--- config.mk ---
export PLATFORM = sky130hd
export DESIGN_NAME = approx_seq_multiplier
export DESIGN_NICKNAME = d
export VERILOG_FILES = /design/src/rtl/approx_seq_multiplier.sv
export SDC_FILE = /design/constraint.sdc
export NUM_CORES = 1
export LEC_CHECK = 0
export BUFFER_PORTS_ARGS = -buffer_cell sky130_fd_sc_hd__buf_2
export CORE_ASPECT_RATIO = 0.8
export CORE_MARGIN = 2
export CORE_UTILIZATION = 50
export CTS_CLUSTER_DIAMETER = 200
export DETAILED_ROUTE_END_ITERATION = 7
export GPL_TIMING_DRIVEN = 0
export HOLD_SLACK_MARGIN = 0.03
export PLACE_DENSITY_LB_ADDON = 0.1
export SYNTH_ARGS = -nofsm -noshare
export SYNTH_HDL_FRONTEND = slang
export SYNTH_SLANG_ARGS = --single-unit
--- constraint.sdc ---
create_clock -name clk -period 11.4 [get_ports clk]
set_clock_uncertainty 0.2 [all_clocks]
set_input_delay 2.28 -clock clk [delete_from_list [all_inputs] [get_ports clk]]
set_output_delay 2.28 -clock clk [all_outputs]
set_load 0.1 [all_outputs]
--- src/rtl/approx_seq_multiplier.sv ---
// rtl/approx_seq_multiplier.sv - iterative shift-and-add multiplier with approximate low accumulator columns
// One partial product per cycle; the low APPROX_BITS columns of the accumulator adder are carry-free OR cells.

module approx_seq_multiplier_fa (
  input  logic i_x,
  input  logic i_y,
  input  logic i_cin,
  output logic o_sum,
  output logic o_cout
);
  assign o_sum  = i_x ^ i_y ^ i_cin;
  assign o_cout = (i_x & i_y) | (i_cin & (i_x ^ i_y));
endmodule

module approx_seq_multiplier_add #(
  parameter int N      = 16,
  parameter int APPROX = 4
) (
  input  logic [N-1:0] i_x,
  input  logic [N-1:0] i_y,
  output logic [N-1:0] o_sum
);
  // The first exact column sees a zero carry-in; the carry out of the top column is dropped.
  for (genvar j = 0; j < N; j++) begin : g_col
    if (j < APPROX) begin : g_or
      assign o_sum[j] = i_x[j] | i_y[j];
    end else if (j == N - 1) begin : g_top
      logic w_cin;
      if (j == APPROX) begin : g_c0
        assign w_cin = 1'b0;
      end else begin : g_cr
        assign w_cin = g_col[j-1].g_fa.w_cout;
      end
      assign o_sum[j] = i_x[j] ^ i_y[j] ^ w_cin;
    end else begin : g_fa
      logic w_cin;
      logic w_cout;
      if (j == APPROX) begin : g_c0
        assign w_cin = 1'b0;
      end else begin : g_cr
        assign w_cin = g_col[j-1].g_fa.w_cout;
      end
      approx_seq_multiplier_fa u_fa (
        .i_x   (i_x[j]),
        .i_y   (i_y[j]),
        .i_cin (w_cin),
        .o_sum (o_sum[j]),
        .o_cout(w_cout)
      );
    end
  end
endmodule

module approx_seq_multiplier #(
  parameter int WIDTH       = 8,
  parameter int APPROX_BITS = 4
) (
  input  logic                 clk,
  input  logic                 rst,
  input  logic                 in_valid,
  output logic                 in_ready,
  input  logic [WIDTH-1:0]     a,
  input  logic [WIDTH-1:0]     b,
  output logic                 out_valid,
  input  logic                 out_ready,
  output logic [2*WIDTH-1:0]   product
);
  localparam int PW = 2 * WIDTH;
  localparam int CW = (WIDTH > 1) ? $clog2(WIDTH) : 1;

  typedef enum logic [1:0] {S_IDLE, S_RUN, S_DONE} state_t;

  state_t          r_state;
  state_t          w_state_next;
  logic [PW-1:0]   r_mcand;
  logic [PW-1:0]   r_acc;
  logic [PW-1:0]   r_product;
  logic [WIDTH-1:0] r_mplier;
  logic [CW-1:0]   r_cnt;
  logic [PW-1:0]   w_addend;
  logic [PW-1:0]   w_sum;
  logic [PW-1:0]   w_acc_next;
  logic            w_accept;
  logic            w_last;

  assign w_addend   = r_mcand << r_cnt;
  assign w_acc_next = r_mplier[r_cnt] ? w_sum : r_acc;
  assign w_last     = (r_cnt == CW'(WIDTH - 1));

  approx_seq_multiplier_add #(
    .N     (PW),
    .APPROX(APPROX_BITS)
  ) u_add (
    .i_x  (r_acc),
    .i_y  (w_addend),
    .o_sum(w_sum)
  );

  always_comb begin
    w_state_next = r_state;
    in_ready     = 1'b0;
    out_valid    = 1'b0;
    w_accept     = 1'b0;
    case (r_state)
      S_IDLE: begin
        in_ready = !rst;
        w_accept = in_valid && !rst;
        if (w_accept) w_state_next = S_RUN;
      end
      S_RUN: begin
        if (w_last) w_state_next = S_DONE;
      end
      S_DONE: begin
        out_valid = !rst;
        if (out_ready) w_state_next = S_IDLE;
      end
      default: w_state_next = S_IDLE;
    endcase
  end

  always_ff @(posedge clk) begin
    if (rst) begin
      r_state   <= S_IDLE;
      r_mcand   <= '0;
      r_mplier  <= '0;
      r_acc     <= '0;
      r_cnt     <= '0;
      r_product <= '0;
    end else begin
      r_state <= w_state_next;
      case (r_state)
        S_IDLE: begin
          if (w_accept) begin
            r_mcand  <= {{WIDTH{1'b0}}, a};
            r_mplier <= b;
            r_acc    <= '0;
            r_cnt    <= '0;
          end
        end
        S_RUN: begin
          r_acc <= w_acc_next;
          r_cnt <= r_cnt + CW'(1);
          // product only changes on the RUN->DONE step and holds otherwise
          if (w_last) r_product <= w_acc_next;
        end
        default: ;
      endcase
    end
  end

  assign product = r_product;
endmodule
==> results of run 1 <==
-- how the worst max path moves through the flow --
stage                                startpoint                       end
after floorplan                             rst                 out_valid
after global placement    r_cnt[1]$_SDFFE_PP0P_  product[14]$_SDFFE_PP0P_
after detailed placement  r_cnt[1]$_SDFFE_PP0P_  product[14]$_SDFFE_PP0P_
after CTS                 r_cnt[1]$_SDFFE_PP0P_  product[14]$_SDFFE_PP0P_
after global routing      r_cnt[1]$_SDFFE_PP0P_  product[14]$_SDFFE_PP0P_
final                     r_cnt[1]$_SDFFE_PP0P_  product[14]$_SDFFE_PP0P_
-- logic make-up (layout without fill, tap and decap cells) --
kind of cell	count (synthesis)	count (layout)	synth area share, %
compound gates	50	50	11.56
simple gates	150	150	28.55
flops	53	53	35.92
mux	23	23	9.275
fa+ha+maj	13	13	8.048
buf+inv	45	90	6.650
-- state kept, by name (all words and copies together), names as in the netlist --
register / cells
r_state: 2
product: 16
r_mplier: 8
r_cnt: 3
r_acc: 16
r_mcand: 8
-- per-layer routing --
| layer | up-vias | global-route usage [%] | part of all wire [%] |
|---|---|---|---|
| met2 | 85 | 34.76 | 42 |
| met1 | 1237 | 35.55 | 52 |
| met5 | - | 0 | 0 |
| met4 | 0 | 7.521 | 1.7 |
| li1 | 1287 | - | - |
| met3 | 13 | 3.202 | 5.1 |
-- power breakdown --
part / leakage (nW) / internal (mW) / switching, mW
clock: 0.0439 / 0.0426 / 0.0657
sequential: 0.430 / 0.190 / 0.00407
combinational: 0.701 / 0.0193 / 0.0334
-- worst max-delay path, stage by stage (launching register included) --
cell     delay (ns)
dfxtp_1        0.34
buf_2          0.22
buf_1          0.38
mux2i_1        0.16
mux2i_1        0.22
mux2_2         0.21
ha_1           0.14
inv_1          0.05
fa_1           0.39
inv_1          0.08
fa_1           0.16
inv_1          0.05
fa_1           0.41
fa_1           0.44
fa_1           0.43
fa_1           0.42
fa_1           0.43
fa_1           0.40
inv_1          0.08
fa_1           0.17
inv_1          0.07
fa_1           0.49
or4_1          0.55
nand3_1        0.10
-- cell type report --
cell class,instances,area (um2)
fill,573,2491
buffer,32,147.6
sequential,53,1061
timing repair buffer,37,185.2
multi-input combinational,236,1697
tap,81,101.3
inverter,13,48.80
clock inverter,3,17.52
clock buffer,5,68.82
-- placed cells by master, fill, tap and decap left out, types with 4 or more instances in the layout --
cell      synthesis  routed
dfxtp_1          53      53
buf_2             1      38
nand2_1          29      29
nor2_1           26      26
clkbuf_1         24      24
o21ai_0          19      19
nand2b_1         18      18
mux2i_1          15      15
inv_1            13      13
nand3_1          13      13
nor3_1           13      13
nand3b_1         12      12
nand4b_1         11      11
fa_1             10      10
or4_1             9       9
nor4_1            8       8
a221o_1           8       8
a211oi_1          7       7
mux2_2            5       5
clkbuf_8          0       5
a21oi_1           4       4
a32oi_1           4       4
-- per-stage QoR --
step,power (mW),instances
after detailed placement,0.2504,452
after global placement,0.2495,452
after global routing,0.3702,460
after floorplan,0.2340,334
final,0.3552,460
after CTS,0.3563,460
==> results.md, run 1 <==
* Place WS at 4.766 ns
* GP Congestion at 0.9154
* Outcome: complete, no violations
* Worst-path maximum fanout at 10
* Worst hold path startpoint: r_mplier[5]$_SDFFE_PP0P_
* Worst Hold Slack at 0.2794 ns
* Yosys synthesis warning count at 0
* Post-synth EDFFs at 0
* Initial Utilization at 50.77%
* Hold Path End: r_mplier[5]$_SDFFE_PP0P_
* Setup Buffers After CTS at 0
* Asr flop ratio synth at 0%
* Die Area at 6543 um2
* Synth Area per Inst at 8.845 um2
* Top cells by area, synth: dfxtp_1, fa_1, mux2i_1, nand2b_1, nand2_1
* Data required time of the worst path at 11.46 ns
* Reg2reg start: r_cnt[1]$_SDFFE_PP0P_
* Max VDD drop at 0.00004534 V
* Core footprint at 5818 um2
* Skew-Pair Late Insertion Delay at 0.31 ns
* Startpoint types: flop
* R2R Setup Slk at 4.73 ns
* Initial DRC count at 151
* Top-area cell type share of the netlist area at 35.92%
* Synthesized instance count at 334
* Synth unique cells at 42
* Residual DRC count at 0
* Routed wire length at 7.426 mm
* Sum Neg Setup Slack at 0 ns
* Min Tclk post-route at 6.667 ns
* Fin area at 3327 um2
* Hold buffers post-CTS at 0
* GRT Util Overall at 23.45%
* Via/cell ratio at 5.700
* Top post-synthesis cells by count: dfxtp_1, nand2_1, nor2_1
* CP Class: reg2reg
* DIE WIDTH at 89.94 um
* Final Setup Violations at 0
* Antenna Violating Nets Remaining at 0
* Hold WC Path Type: reg2reg
* Worst reg2reg endpoint: product[14]$_SDFFE_PP0P_
* IO Count at 38
* Synthesized net count at 367
* Max clock buf depth at 2
* Tcrit/Tclk final at 58.48%
* Cell area after synthesis at 2954 um2
* MaxCap Viol Count at 0
* Root buf cell: clkbuf_8
* Largest net degree at the start of global routing at 17
* CTS tree: built
* # diodes at 0
* Worst Reg-to-Reg Cells at 23
* Hpwl dp at 5.458 mm
* Leak pwr at 1.175 nW
* Pwr Density at 106.8 nW/um2
* Routed len/inst at 16.14 um
* Fin. Hold Viols at 0
* Initial antenna violation count at 0
* Top-count cell post-synth: dfxtp_1
* Die H at 72.75 um
* First-pass GRT wire length at 12.18 mm
* RSZ-0062 raised after global routing: no
* Hold Path Stages at 2
* Placed Instance Area at 3241 um2
* Pre-antenna DRT Iters at 5
* Crit path DAT at 6.73 ns
* Largest area contributor in the netlist: dfxtp_1
* Main flop type after synthesis: dfxtp_1
* Via count at 2622
* Post-synthesis register bit count at 53
* Relative slew margins at 62.19%
* Vias in the first global route at 2412
* Core Rows at 25
* Nets at 411
* Worst Setup End Kind: flop
* TritonCTS Buffers at 5
* Share of cells above drive strength 1 at 16.09%
* Synth-to-layout area growth at 12.62%
* I/O Buffers at 37
* Clock sink count at 53
* Slew @ Worst Pin at 0.5657 ns
* Final core occ at 57.18%
* Number of max-slew violations in the final report at 0
* Register area share after synthesis at 35.92%
* Fmax achieved at 0.1500 GHz
* Cts repair resizes at 0
* Grt ovf at 0
* Clock slew at reported path FFs at 0.10 ns
* Final worst slack at 4.733 ns
* H-tree lvl count at 2
Note: power is estimated with default switching activity, not from simulation.
==> run 2: changes to the inputs <==
==> constraint.sdc (replaced) <==
create_clock -name clk -period 6.33 [get_ports clk]
set_clock_uncertainty 0.2 [all_clocks]
set_input_delay 1.266 -clock clk [delete_from_list [all_inputs] [get_ports clk]]
set_output_delay 1.266 -clock clk [all_outputs]
set_load 0.1 [all_outputs]
==> run 2 against run 1 <==
Sequential cell count unchanged. Cell count increased by 3.7%. Routed wire length increased by 4.5%. Setup slack got worse by 4.5 ns. Critical path type unchanged. Critical endpoint unchanged. Largest cell class unchanged. Highest routed layer unchanged.
==> results.md, run 2 (synthesis gave the netlist of run 1 again) <==
* Startpoint types: flop
* Residual DRC count at 0 (unchanged)
* Most frequent cells in the layout: dfxtp_1, buf_2, nand2_1, nor2_1, clkbuf_1
* GP Congestion at 0.9154 (unchanged)
* Core footprint at 5818 um2 (unchanged)
* Hpwl dp at 5.458 mm (unchanged)
* Critical path's top delay family: adder cells
* Number of max-slew violations in the final report at 0 (unchanged)
* Grt ovf at 0 (unchanged)
* Min Tclk post-route at 6.119 ns (-0.5480 ns)
* GRT Util Overall at 24.56% (+1.1 points)
* Final Setup Violations at 0 (unchanged)
* Routed wire length at 7.757 mm (+4.5%)
* Worst-path maximum fanout at 10 (unchanged)
* Die Area at 6543 um2 (unchanged)
* Most common cell after layout, fill and taps aside: dfxtp_1
* Crit path DAT at 6.17 ns (-0.56 ns)
* Die H at 72.75 um (unchanged)
* Placed Instance Area at 3241 um2 (unchanged)
* CP Class: reg2reg
* Initial antenna violation count at 0 (unchanged)
* Critical Path Most Common Cell: buf_4
* Worst Reg-to-Reg Cells at 31 (+35%)
* Fmax achieved at 0.1634 GHz (+9.0%)
* Initial Utilization at 50.77% (unchanged)
* Via/cell ratio at 5.568 (-2.3%)
* Synth-to-layout area growth at 18.25%
* MaxCap Viol Count at 0 (unchanged)
* I/O Buffers at 37 (unchanged)
* Critical path's largest stage delay at 0.55 ns (about the same)
* IO Count at 38 (unchanged)
* CTS tree: built
* Tcrit/Tclk final at 96.67% (+38 points)
* Fin. Hold Viols at 0 (unchanged)
* # diodes at 0 (unchanged)
* Initial DRC count at 139 (-7.9%)
* Clock sink count at 53 (unchanged)
* Outcome: complete, no violations
* Relative slew margins at 61.17% (-1.0 points)
* Slowest-stage cell, CP: or4_1
* Worst Setup End Kind: flop
* Max clock buf depth at 2 (unchanged)
* Hold Path Stages at 2 (unchanged)
* Hold WC Path Type: reg2reg
* Core Rows at 25 (unchanged)
* Fin area at 3493 um2 (+5.0%)
* Sum Neg Setup Slack at 0 ns (unchanged)
* H-tree lvl count at 2 (unchanged)
* Slew @ Worst Pin at 0.5809 ns (+0.01526 ns)
* Critical path buffers and inverters at 19 (+12)
* TritonCTS Buffers at 5 (unchanged)
* Antenna Violating Nets Remaining at 0 (unchanged)
* Data required time of the worst path at 6.39 ns (-5.07 ns)
* Largest net degree at the start of global routing at 17 (unchanged)
* Leak pwr at 1.290 nW (+9.7%)
* Pre-antenna DRT Iters at 4 (-1)
* Clock slew at reported path FFs at 0.10 ns (about the same)
* Routed len/inst at 16.26 um (+0.73%)
* Via count at 2656 (+1.3%)
* Root buf cell: clkbuf_8
* First-pass GRT wire length at 12.78 mm (+4.9%)
* Pwr Density at 187.7 nW/um2 (+76%)
* Skew-Pair Late Insertion Delay at 0.31 ns (about the same)
* Max VDD drop at 0.00008420 V (+86%)
* Final core occ at 60.04% (+2.9 points)
* CP Depth at 31 (+35%)
* # fillers at 546 (-4.7%)
* Nets at 428 (+4.1%)
* Share of cells above drive strength 1 at 21.72% (+5.6 points)
* DIE WIDTH at 89.94 um (unchanged)
* Vias in the first global route at 2521 (+4.5%)
-- run 2: cell count changes in the layout (fill, tap and decap cells not counted), sizes merged --
| cell | change |
|---|---|
| buf | +17 |
-- run 2: power breakdown --
group	internal (mW)	switching, mW	total, mW
logic	0.0475	0.0648	0.112
clock network	0.0767	0.117	0.194
registers	0.342	0.00732	0.350
total	0.467	0.189	0.656
-- run 2: area by class of cell --
cell class,instances,area (um2),area share (%)
Multi-Input combinational cell,236,1715,49.10
Sequential cell,53,1061,30.37
Timing Repair Buffer,54,312.8,8.954
Buffer,32,167.7,4.799
Tap cell,81,101.3,2.901
Clock buffer,5,68.82,1.970
Inverter,13,48.80,1.397
Clock inverter,3,17.52,0.5014
-- run 2: through the flow --
| stage | total power [mW] | worst slack [ns] | std cells | hold WS [ns] |
|---|---|---|---|---|
| 2_1_floorplan | 0.4215 | 0.2049 | 334 | 0.2461 |
| 3_3_place_gp | 0.4493 | -0.2670 | 452 | 0.2625 |
| 3_5_place_dp | 0.4509 | -0.3037 | 452 | 0.2656 |
| 4_1_cts | 0.6550 | 0.003104 | 475 | 0.2821 |
| 5_1_grt | 0.6848 | -0.01959 | 477 | 0.3074 |
| 6_report | 0.6557 | 0.2109 | 477 | 0.2793 |
-- run 2: layer usage --
metal | vias to the layer above | part of all wire [%] | global-route usage, %
met4 | 0 | 0.88 | 7.350
met1 | 1253 | 49 | 36.53
li1 | 1322 | - | -
met3 | 7 | 5.8 | 3.202
met5 | - | 0 | 0
met2 | 74 | 44 | 37.71
-- run 2: repair_timing --
action,in CTS,in global routing
resized for setup,7,7
hold buffers,0,0
endpoints found under the hold margin,0,0
buffers inserted,15,2
endpoints found under the setup margin,4,4
pin swaps,0,2
-- run 2: final timing paths --
path	startpoint	endpoint	slack (ns)
setup reg to reg	r_cnt[1]$_SDFFE_PP0P_	product[14]$_SDFFE_PP0P_	0.21
hold / removal	r_mplier[5]$_SDFFE_PP0P_	r_mplier[5]$_SDFFE_PP0P_	0.28
setup / recovery	r_cnt[1]$_SDFFE_PP0P_	product[14]$_SDFFE_PP0P_	0.21
hold reg to reg	r_mplier[5]$_SDFFE_PP0P_	r_mplier[5]$_SDFFE_PP0P_	0.28
-- run 2: worst reg2reg max path: cells and delay by family (launching register included) --
family                     cells  cell delay, ns
adders and majority gates      7            2.59
DFF                            1            0.33
muxes                          3            0.42
buffers and inverters         19            1.88
and+or+nand+nor                2            0.65
